## config.mk

```make
export PLATFORM = sky130hd
export DESIGN_NAME = miriscv_div_ctrl_flat
export DESIGN_NICKNAME = d
export VERILOG_FILES = /design/src/rtl/miriscv_mdu_pkg.sv /design/src/rtl/miriscv_div_ctrl_if.sv /design/src/rtl/miriscv_div_fuse_cache.sv /design/src/rtl/miriscv_div_ctrl.sv /design/src/flat_wrapper.sv
export SDC_FILE = /design/constraint.sdc
export NUM_CORES = 1
export LEC_CHECK = 0
export CORE_UTILIZATION = 32
export DETAILED_ROUTE_END_ITERATION = 8
export PLACE_DENSITY = 0.91
export SYNTH_ARGS = -nofsm -noshare
export SYNTH_HDL_FRONTEND = slang
export SYNTH_SLANG_ARGS = --single-unit
```

## constraint.sdc

```tcl
create_clock -name clk_i -period 2.96 [get_ports clk_i]
set_clock_uncertainty 0.1 [all_clocks]
set_input_delay 0.74 -clock clk_i [delete_from_list [all_inputs] [get_ports clk_i]]
set_output_delay 0.74 -clock clk_i [all_outputs]
set_load 0.1 [all_outputs]
```

## src/rtl/miriscv_mdu_pkg.sv

```systemverilog
// MDU shared types: op encodings, divide-control states
// and the signed-overflow dividend constant.
package miriscv_mdu_pkg;

  localparam int XLEN         = 32;
  localparam int MDU_OP_WIDTH = 3;

  typedef logic [MDU_OP_WIDTH-1:0] mdu_op_t;

  localparam mdu_op_t MDU_MUL    = 3'd0;
  localparam mdu_op_t MDU_MULH   = 3'd1;
  localparam mdu_op_t MDU_MULHSU = 3'd2;
  localparam mdu_op_t MDU_MULHU  = 3'd3;
  localparam mdu_op_t MDU_DIV    = 3'd4;
  localparam mdu_op_t MDU_DIVU   = 3'd5;
  localparam mdu_op_t MDU_REM    = 3'd6;
  localparam mdu_op_t MDU_REMU   = 3'd7;

  localparam logic [XLEN-1:0] DIV_OVF_DIVIDEND =
    {1'b1, {(XLEN-1){1'b0}}};

  typedef enum logic [1:0] {
    IDLE,
    BUSY,
    DONE
  } div_ctrl_state_t;

  function automatic logic is_div_op(input mdu_op_t op);
    return op inside {MDU_DIV, MDU_DIVU, MDU_REM, MDU_REMU};
  endfunction

  function automatic logic is_rem_op(input mdu_op_t op);
    return op inside {MDU_REM, MDU_REMU};
  endfunction

  function automatic logic is_signed_op(input mdu_op_t op);
    return op inside {MDU_DIV, MDU_REM};
  endfunction

endpackage

```

## src/rtl/miriscv_div_ctrl_if.sv

```systemverilog
// Control/data bundle between the divide front-end
// (master) and the iterative divider (slave).
interface miriscv_div_ctrl_if;
  import miriscv_mdu_pkg::*;

  logic            start;
  logic            zero;
  logic            kill;
  logic            keep;
  logic            stall_req;
  logic [XLEN-1:0] port_a;
  logic [XLEN-1:0] port_b;
  logic [XLEN-1:0] div_result;
  logic [XLEN-1:0] rem_result;
  mdu_op_t         op;

  modport master (
    output start, zero, kill, keep,
    output port_a, port_b, op,
    input  stall_req, div_result, rem_result
  );

  modport slave (
    input  start, zero, kill, keep,
    input  port_a, port_b, op,
    output stall_req, div_result, rem_result
  );

endinterface

```

## src/rtl/miriscv_div_fuse_cache.sv

```systemverilog
// One-entry quotient/remainder cache for DIV/REM fusion.
// Only built with MIRISCV_DIV_REM_FUSE_EN defined.
`ifdef MIRISCV_DIV_REM_FUSE_EN
module miriscv_div_fuse_cache
  import miriscv_mdu_pkg::*;
(
  input  logic            clk_i,
  input  logic            rst_i,
  input  logic            flush,
  input  logic            wr,
  input  logic [XLEN-1:0] a,
  input  logic [XLEN-1:0] b,
  input  logic            sgn,
  input  logic            rem_sel,
  input  logic [XLEN-1:0] quot,
  input  logic [XLEN-1:0] rem,
  output logic            hit,
  output logic [XLEN-1:0] data
);

  logic            valid_q;
  logic            sgn_q;
  logic [XLEN-1:0] a_q;
  logic [XLEN-1:0] b_q;
  logic [XLEN-1:0] quot_q;
  logic [XLEN-1:0] rem_q;

  always_ff @(posedge clk_i) begin
    if (rst_i || flush) valid_q <= 1'b0;
    else if (wr)        valid_q <= 1'b1;
  end

  // Payload needs no reset: valid_q gates every use.
  always_ff @(posedge clk_i) begin
    if (wr) begin
      a_q    <= a;
      b_q    <= b;
      sgn_q  <= sgn;
      quot_q <= quot;
      rem_q  <= rem;
    end
  end

  assign hit  = valid_q && (a_q == a) &&
                (b_q == b) && (sgn_q == sgn);
  assign data = rem_sel ? rem_q : quot_q;

endmodule
`endif

```

## src/rtl/miriscv_div_ctrl.sv

```systemverilog
// Divide-path front-end of the MDU: overflow short-cut,
// divider handshake, result capture. Option: MIRISCV_DIV_REM_FUSE_EN.
module miriscv_div_ctrl
  import miriscv_mdu_pkg::*;
(
  input  logic            clk_i,
  input  logic            rst_i,
  input  logic            mdu_req_i,
  input  mdu_op_t         mdu_op_i,
  input  logic [XLEN-1:0] port_a_i,
  input  logic [XLEN-1:0] port_b_i,
  input  logic            kill_i,
  input  logic            keep_i,
  output logic [XLEN-1:0] mdu_result_o,
  output logic            mdu_stall_req_o,
  miriscv_div_ctrl_if.master div
);

  div_ctrl_state_t state_q, state_d;

  logic            div_req;
  logic            rem_op;
  logic            sgn_op;
  logic            ovf;
  logic            hit;
  logic            capture;
  logic [XLEN-1:0] ovf_res;
  logic [XLEN-1:0] cap_res;
  logic [XLEN-1:0] hit_res;
  logic [XLEN-1:0] result_q;

  assign div_req = mdu_req_i && is_div_op(mdu_op_i);
  assign rem_op  = is_rem_op(mdu_op_i);
  assign sgn_op  = is_signed_op(mdu_op_i);
  assign ovf     = sgn_op && (port_a_i == DIV_OVF_DIVIDEND)
                   && (&port_b_i);
  assign ovf_res = rem_op ? '0 : DIV_OVF_DIVIDEND;
  assign cap_res = rem_op ? div.rem_result : div.div_result;
  assign capture = (state_q == BUSY) && !div.stall_req
                   && !kill_i;

`ifdef MIRISCV_DIV_REM_FUSE_EN
  miriscv_div_fuse_cache u_fuse (
    .clk_i   (clk_i),
    .rst_i   (rst_i),
    .flush   (kill_i),
    .wr      (capture),
    .a       (port_a_i),
    .b       (port_b_i),
    .sgn     (sgn_op),
    .rem_sel (rem_op),
    .quot    (div.div_result),
    .rem     (div.rem_result),
    .hit     (hit),
    .data    (hit_res)
  );
`else
  assign hit     = 1'b0;
  assign hit_res = '0;
`endif

  always_ff @(posedge clk_i) begin
    if (rst_i) state_q <= IDLE;
    else       state_q <= state_d;
  end

  always_comb begin
    state_d = state_q;
    unique case (state_q)
      IDLE: if (div_req)
              state_d = (ovf || hit) ? DONE : BUSY;
      BUSY: if (!div.stall_req) state_d = DONE;
      DONE: if (!keep_i) state_d = IDLE;
      default: state_d = IDLE;
    endcase
    if (kill_i) state_d = IDLE;
  end

  // keep drops with the capture so the divider can retire.
  always_comb begin
    div.start       = 1'b0;
    div.keep        = 1'b0;
    div.zero        = 1'b0;
    mdu_stall_req_o = 1'b0;
    unique case (state_q)
      IDLE: mdu_stall_req_o = div_req;
      BUSY: begin
        div.start       = 1'b1;
        div.keep        = div.stall_req;
        div.zero        = ~|port_b_i;
        mdu_stall_req_o = div_req;
      end
      default: ;
    endcase
  end

  assign div.kill   = kill_i;
  assign div.port_a = port_a_i;
  assign div.port_b = port_b_i;
  assign div.op     = mdu_op_i;

  always_ff @(posedge clk_i) begin
    if (rst_i) begin
      result_q <= '0;
    end else if (!kill_i) begin
      if ((state_q == IDLE) && div_req && ovf)
        result_q <= ovf_res;
      else if ((state_q == IDLE) && div_req && hit)
        result_q <= hit_res;
      else if (capture)
        result_q <= cap_res;
    end
  end

  assign mdu_result_o = result_q;

endmodule

```

## src/flat_wrapper.sv

```systemverilog
// flat-port wrapper written by rule: the top's interface ports become plain ports
module miriscv_div_ctrl_flat import miriscv_mdu_pkg::*;
  (clk_i, rst_i, mdu_req_i, mdu_op_i, port_a_i, port_b_i, kill_i, keep_i, mdu_result_o, mdu_stall_req_o, div_start, div_zero, div_kill, div_keep, div_port_a, div_port_b, div_op, div_stall_req, div_div_result, div_rem_result);
  miriscv_div_ctrl_if div_i ();
  input  logic clk_i;
  input  logic rst_i;
  input  logic mdu_req_i;
  input  mdu_op_t mdu_op_i;
  input  logic [XLEN-1:0] port_a_i;
  input  logic [XLEN-1:0] port_b_i;
  input  logic kill_i;
  input  logic keep_i;
  output logic [XLEN-1:0] mdu_result_o;
  output logic mdu_stall_req_o;
  output wire logic [$bits(div_i.start)-1:0] div_start;
  output wire logic [$bits(div_i.zero)-1:0] div_zero;
  output wire logic [$bits(div_i.kill)-1:0] div_kill;
  output wire logic [$bits(div_i.keep)-1:0] div_keep;
  output wire logic [$bits(div_i.port_a)-1:0] div_port_a;
  output wire logic [$bits(div_i.port_b)-1:0] div_port_b;
  output wire logic [$bits(div_i.op)-1:0] div_op;
  input wire logic [$bits(div_i.stall_req)-1:0] div_stall_req;
  input wire logic [$bits(div_i.div_result)-1:0] div_div_result;
  input wire logic [$bits(div_i.rem_result)-1:0] div_rem_result;
  assign div_start = div_i.start;
  assign div_zero = div_i.zero;
  assign div_kill = div_i.kill;
  assign div_keep = div_i.keep;
  assign div_port_a = div_i.port_a;
  assign div_port_b = div_i.port_b;
  assign div_op = div_i.op;
  assign div_i.stall_req = div_stall_req;
  assign div_i.div_result = div_div_result;
  assign div_i.rem_result = div_rem_result;
  miriscv_div_ctrl u_core (.clk_i(clk_i), .rst_i(rst_i), .mdu_req_i(mdu_req_i), .mdu_op_i(mdu_op_i), .port_a_i(port_a_i), .port_b_i(port_b_i), .kill_i(kill_i), .keep_i(keep_i), .mdu_result_o(mdu_result_o), .mdu_stall_req_o(mdu_stall_req_o), .div(div_i));
endmodule
```

Word-level counts from Yosys, hierarchy flattened
Cells that the tools add are included.

operators by class
  eq/ne operators = 10
  mux-type cells = 13
  bitwise operators = 1
  reduce and logical (&&, ||, !) cells = 21

operator list
  operator                count
  $mux W32                4
  $eq A32 B32 Y1 const B  1
  $reduce_and A32 Y1      1
  $reduce_or A32 Y1       1
  $eq A3 B3 Y1 const B    4
  $mux W2                 4
  $logic_and A1 B1 Y1     7
  $pmux W2 S3             1
  $reduce_bool A2 Y1      3
  $mux W1                 4
  $ne A2 B2 Y1 const B    2
  $reduce_bool A4 Y1      1
  $reduce_or A2 Y1        2
  $logic_not A1 Y1        3
  $reduce_and A3 Y1       1
  $eq A2 B1 Y1 const B    1
  $eq A2 B2 Y1 const B    1
  $logic_not A2 Y1        1
  $ne A2 B1 Y1 const B    1
  $reduce_and A2 Y1       1
  $not A1 Y1              1

storage, ports and cells
  flip-flop bits (word level) = 34
  bits of input ports = 137
  output and inout bits = 104
  logic and storage cells = 47

Longest topological paths before layout
  depth after elaboration = 7
  mapped depth = 8

Worst setup path before layout
No wires, ideal clock.

  path type = flip-flop to output port
  start point = reg u_core.state_q[0]
  end point = out div_zero
  arrival = 4.045 ns
  data required time = 2.120 ns
  path slack = -1.925 ns
  stages on the path, launching flop included = 4
  path buffers = 0
  cells stage by stage = dfxtp_1 -> nor2b_1 -> nand3_1 -> nor3_1

between the ends
  word-level cells in the longest chain between the ends = 2

RTL lines
  item                    line                    RTL
  from (decl)             miriscv_div_ctrl.sv:19  div_ctrl_state_t state_q, state_d;
  from (signal assigned)  miriscv_div_ctrl.sv:64  else state_q <= state_d;
  $eq A2 B1 Y1            miriscv_div_ctrl.sv:85  unique case (state_q)
  $mux W1                 miriscv_div_ctrl.sv:85
  to (decl)               flat_wrapper.sv:16      output wire logic [$bits(div_i.zero)-1:0] div_zero;

Every way passes these cells.

Worst setup path after layout
  start point = in port_b_i[16]
  end point = out div_zero

between the ends
  word-level cells in the longest chain between the ends = 3

RTL lines
  item               line                    RTL
  from (decl)        flat_wrapper.sv:10      input logic [XLEN-1:0] port_b_i;
  $reduce_or A32 Y1  miriscv_div_ctrl.sv:90  div.zero = ~|port_b_i;
  $logic_not A1 Y1   miriscv_div_ctrl.sv:90
  $mux W1            miriscv_div_ctrl.sv:85

Every way passes these cells.

==> flow_summary.ini <==
[status]
status = finished clean

[clock_network]
clk_latency_ns = 0.28
cts_setup_buffers = 0
cts_max_level = 2
clkTransAtPathRegs_ns = 0.06
cts_tree = yes
cts_hold_buf = 0
cts_max_path_buffers = 2
cts_root_buffer = clkbuf_8
cts_buffers = 5
clock-sinks = 34

[power_and_ir_drop]
sw_frac_of_total_pct = 42.3
power.internal_mw = 1.08
p_comb_share_pct = 56.9
leakagePower_nw = 2.61
seq_power_share_pct = 25.2
power_density_mw_per_mm2 = 310
p_total_mw = 1.87
p_sw_mw = 0.792
peakVddDrop_v = 0.000172
p_clk_share_pct = 17.9

[timing]
rsz0062_at_grt = true
setup_tns_ns = 0
holdWs_ns = 0.421
worst_slew_pin_slew_ns = 0.920
max_freq_ghz = 0.343
final-setup-viol-count = 0
fin_crit_sh_pct = 98.4
slew_violations = 0
maxSlewHeadroom_pct = 38.6
fin_crit_ns = 2.91
hold_violations = 0

[grt]
grt_first_pass_wirelength_um = 19000
grt_overflow_total = 0
antenna_found_initial = 3
grt.total_usage_pct = 27.5
grt_max_degree = 68
grt_pass1_vias = 3795

[floorplanning]
chipHeight_um = 95.4
dieArea_mm2 = 0.00910
chipWidth_um = 95.4
rows = 33
core_area_mm2 = 0.00834
start_util_pct = 33.5
io_pins = 241

[synthesis]
ys.flop_type = dfxtp_1
seq_area_frac_synth_pct = 24.4
synthMuxAreaShare_pct = 0.358
synthXorXnorAreaFrac_pct = 0
synth_compound_area_share_pct = 19.4
synth.most_common_cell = buf_4
synthSimpleGateAreaFrac_pct = 33.2
syn_area_mm2 = 0.00279
synth_top_family_by_area = simple AND/OR/NAND/NOR gates
ys_seq_elements = 34
synth_top_area_share_pct = 24.4
netlist_top_cells_count = buf_4, nand2_1, a21oi_1
synth_top_area_cell = dfxtp_1
postSynthCellCount = 392
yosysWarnings = 0
synth_edf_count = 0
synthArstFlopShare_pct = 0
synth_fa_ha_area_share_pct = 0
synth_area_leaders = dfxtp_1, buf_4, a21oi_1, nand2_1, nand3b_1
syn-num-nets = 529
synth_cell_types = 31
syn_area_per_cell_um2 = 7.12

[placed_design]
place_congestion = 0.946
post_dp_cell_area_mm2 = 0.00587
port_buffers = 240
dp_hpwl_um = 10700

[cells_and_area]
regArea_um2 = 681
final_cell_area_mm2 = 0.00604
layout-drive-gt1-share_pct = 31.9
area_delta_synth_final_pct = 116
nNetsFinal = 747
nFillCells = 569
multiInputGateArea_mm2 = 0.00156

[detailed_routing]
vias_per_cell = 5.36
ant_nets = 0
wl_per_cell_um = 18.9
first_pass_iters = 4
drc = 0
drt-initial-drc-count = 177
wirelength_um = 13600
vias = 3844

[worst_setup_path]
end_kind = primary output
r2r_start = u_core.state_q[1]
crit_fanout = 3
regToRegEndpoint = u_core.mdu_result_o[21]
setup.worst_path.start_class = input port
crit_start = port_b_i[16]
endpoint = div_zero
path_class = input port to primary output
rr_worst_depth = 5
arrival_ns = 2.07
crit_required_ns = 2.12
regToRegSetupSlack_ns = 0.87

[worst_hold_path]
min_path_type = flip-flop to flip-flop

[run]
max-cap-violations = 0
layout by cell type (no fill, tap or decap), types with 2 or more instances in the layout:
cell	instances
nand3_1	2
nor2_1	5
nor4_1	7
dlymetal6s2s_1	16
clkdlybuf4s50_1	110
nand3b_1	33
dlygate4sd2_1	9
nor4_4	3
inv_1	2
a21oi_1	62
buf_4	100
buf_12	72
or4_1	7
dfxtp_1	34
nand2_1	67
o22ai_1	31
nor4_2	6
or4b_1	2
diode_2	3
nor3_1	2
nand4_1	12
nand4b_1	7
clkbuf_8	6
per-stage QoR:
stage,cells,setup slack (ns),util [%]
2_1_floorplan,392,0.0717,-
3_3_place_gp,708,-0.240,70.4
3_5_place_dp,708,-0.229,70.4
4_1_cts,714,0.00284,71.6
5_1_grt,717,-0.0800,72.5
6_report,717,0.0476,72.5
cell families after synthesis:
group                  after synthesis
flip-flops                          34
AO/OA/AOI/OAI                       97
multiplexers                         1
AND/OR/NAND/NOR                    161
buffers and inverters               99
routing by layer:
metal	wire [µm]	up-vias	GRT usage [%]
met2	7350	204	54.6
li1	-	1794	-
met4	459	0	11.2
met5	0	-	0
met1	4650	1803	26.4
met3	1100	43	7.02
how the worst min path moves through the flow:
stage	start	end	slack (ns)	cells after the start
3_5_place_dp	u_core.mdu_result_o[25]	u_core.mdu_result_o[25]	0.41	2
6_report	u_core.mdu_result_o[13]	u_core.mdu_result_o[13]	0.42	2
5_1_grt	u_core.mdu_result_o[29]	u_core.mdu_result_o[29]	0.44	2
4_1_cts	u_core.mdu_result_o[13]	u_core.mdu_result_o[13]	0.42	2
3_3_place_gp	u_core.mdu_result_o[23]	u_core.mdu_result_o[23]	0.39	2
2_1_floorplan	u_core.state_q[0]	u_core.state_q[0]	0.47	3
state kept, by name (all words and copies together), names as in the netlist:
name	cells
u_core.mdu_result_o	32
u_core.state_q	2
repair_timing:
item | in CTS | in global routing
setup endpoints to repair | 1 | 3
pin swaps | 7 | 7
resized for setup | 14 | 19
critical path, cell delays in order:
cell and delay (ns):
clkdlybuf4s50_1 0.47, nor4_1 0.21, nand3_1 0.18, nor3_4 0.27, buf_12 0.21
layout make-up:
type	count	share of cell area [%]
flip-flops and latches	34	11.3
diodes	3	0.124
multi-input cells	259	25.8
inverters	2	0.124
repair buffers	308	59.2
well taps	105	2.17
clock buffers	6	1.37
power groups by stage:
| stage | Sequential [mW] | Combinational [mW] | Clock, mW |
|---|---|---|---|
| floorplan | 0.536 | 0.526 | 0 |
| global placement | 0.482 | 1.04 | 0 |
| detailed placement | 0.482 | 1.06 | 0 |
| CTS | 0.472 | 1.06 | 0.346 |
| global route | 0.473 | 1.10 | 0.363 |
| finish | 0.472 | 1.07 | 0.335 |
Power figures use the tool's default switching activity.
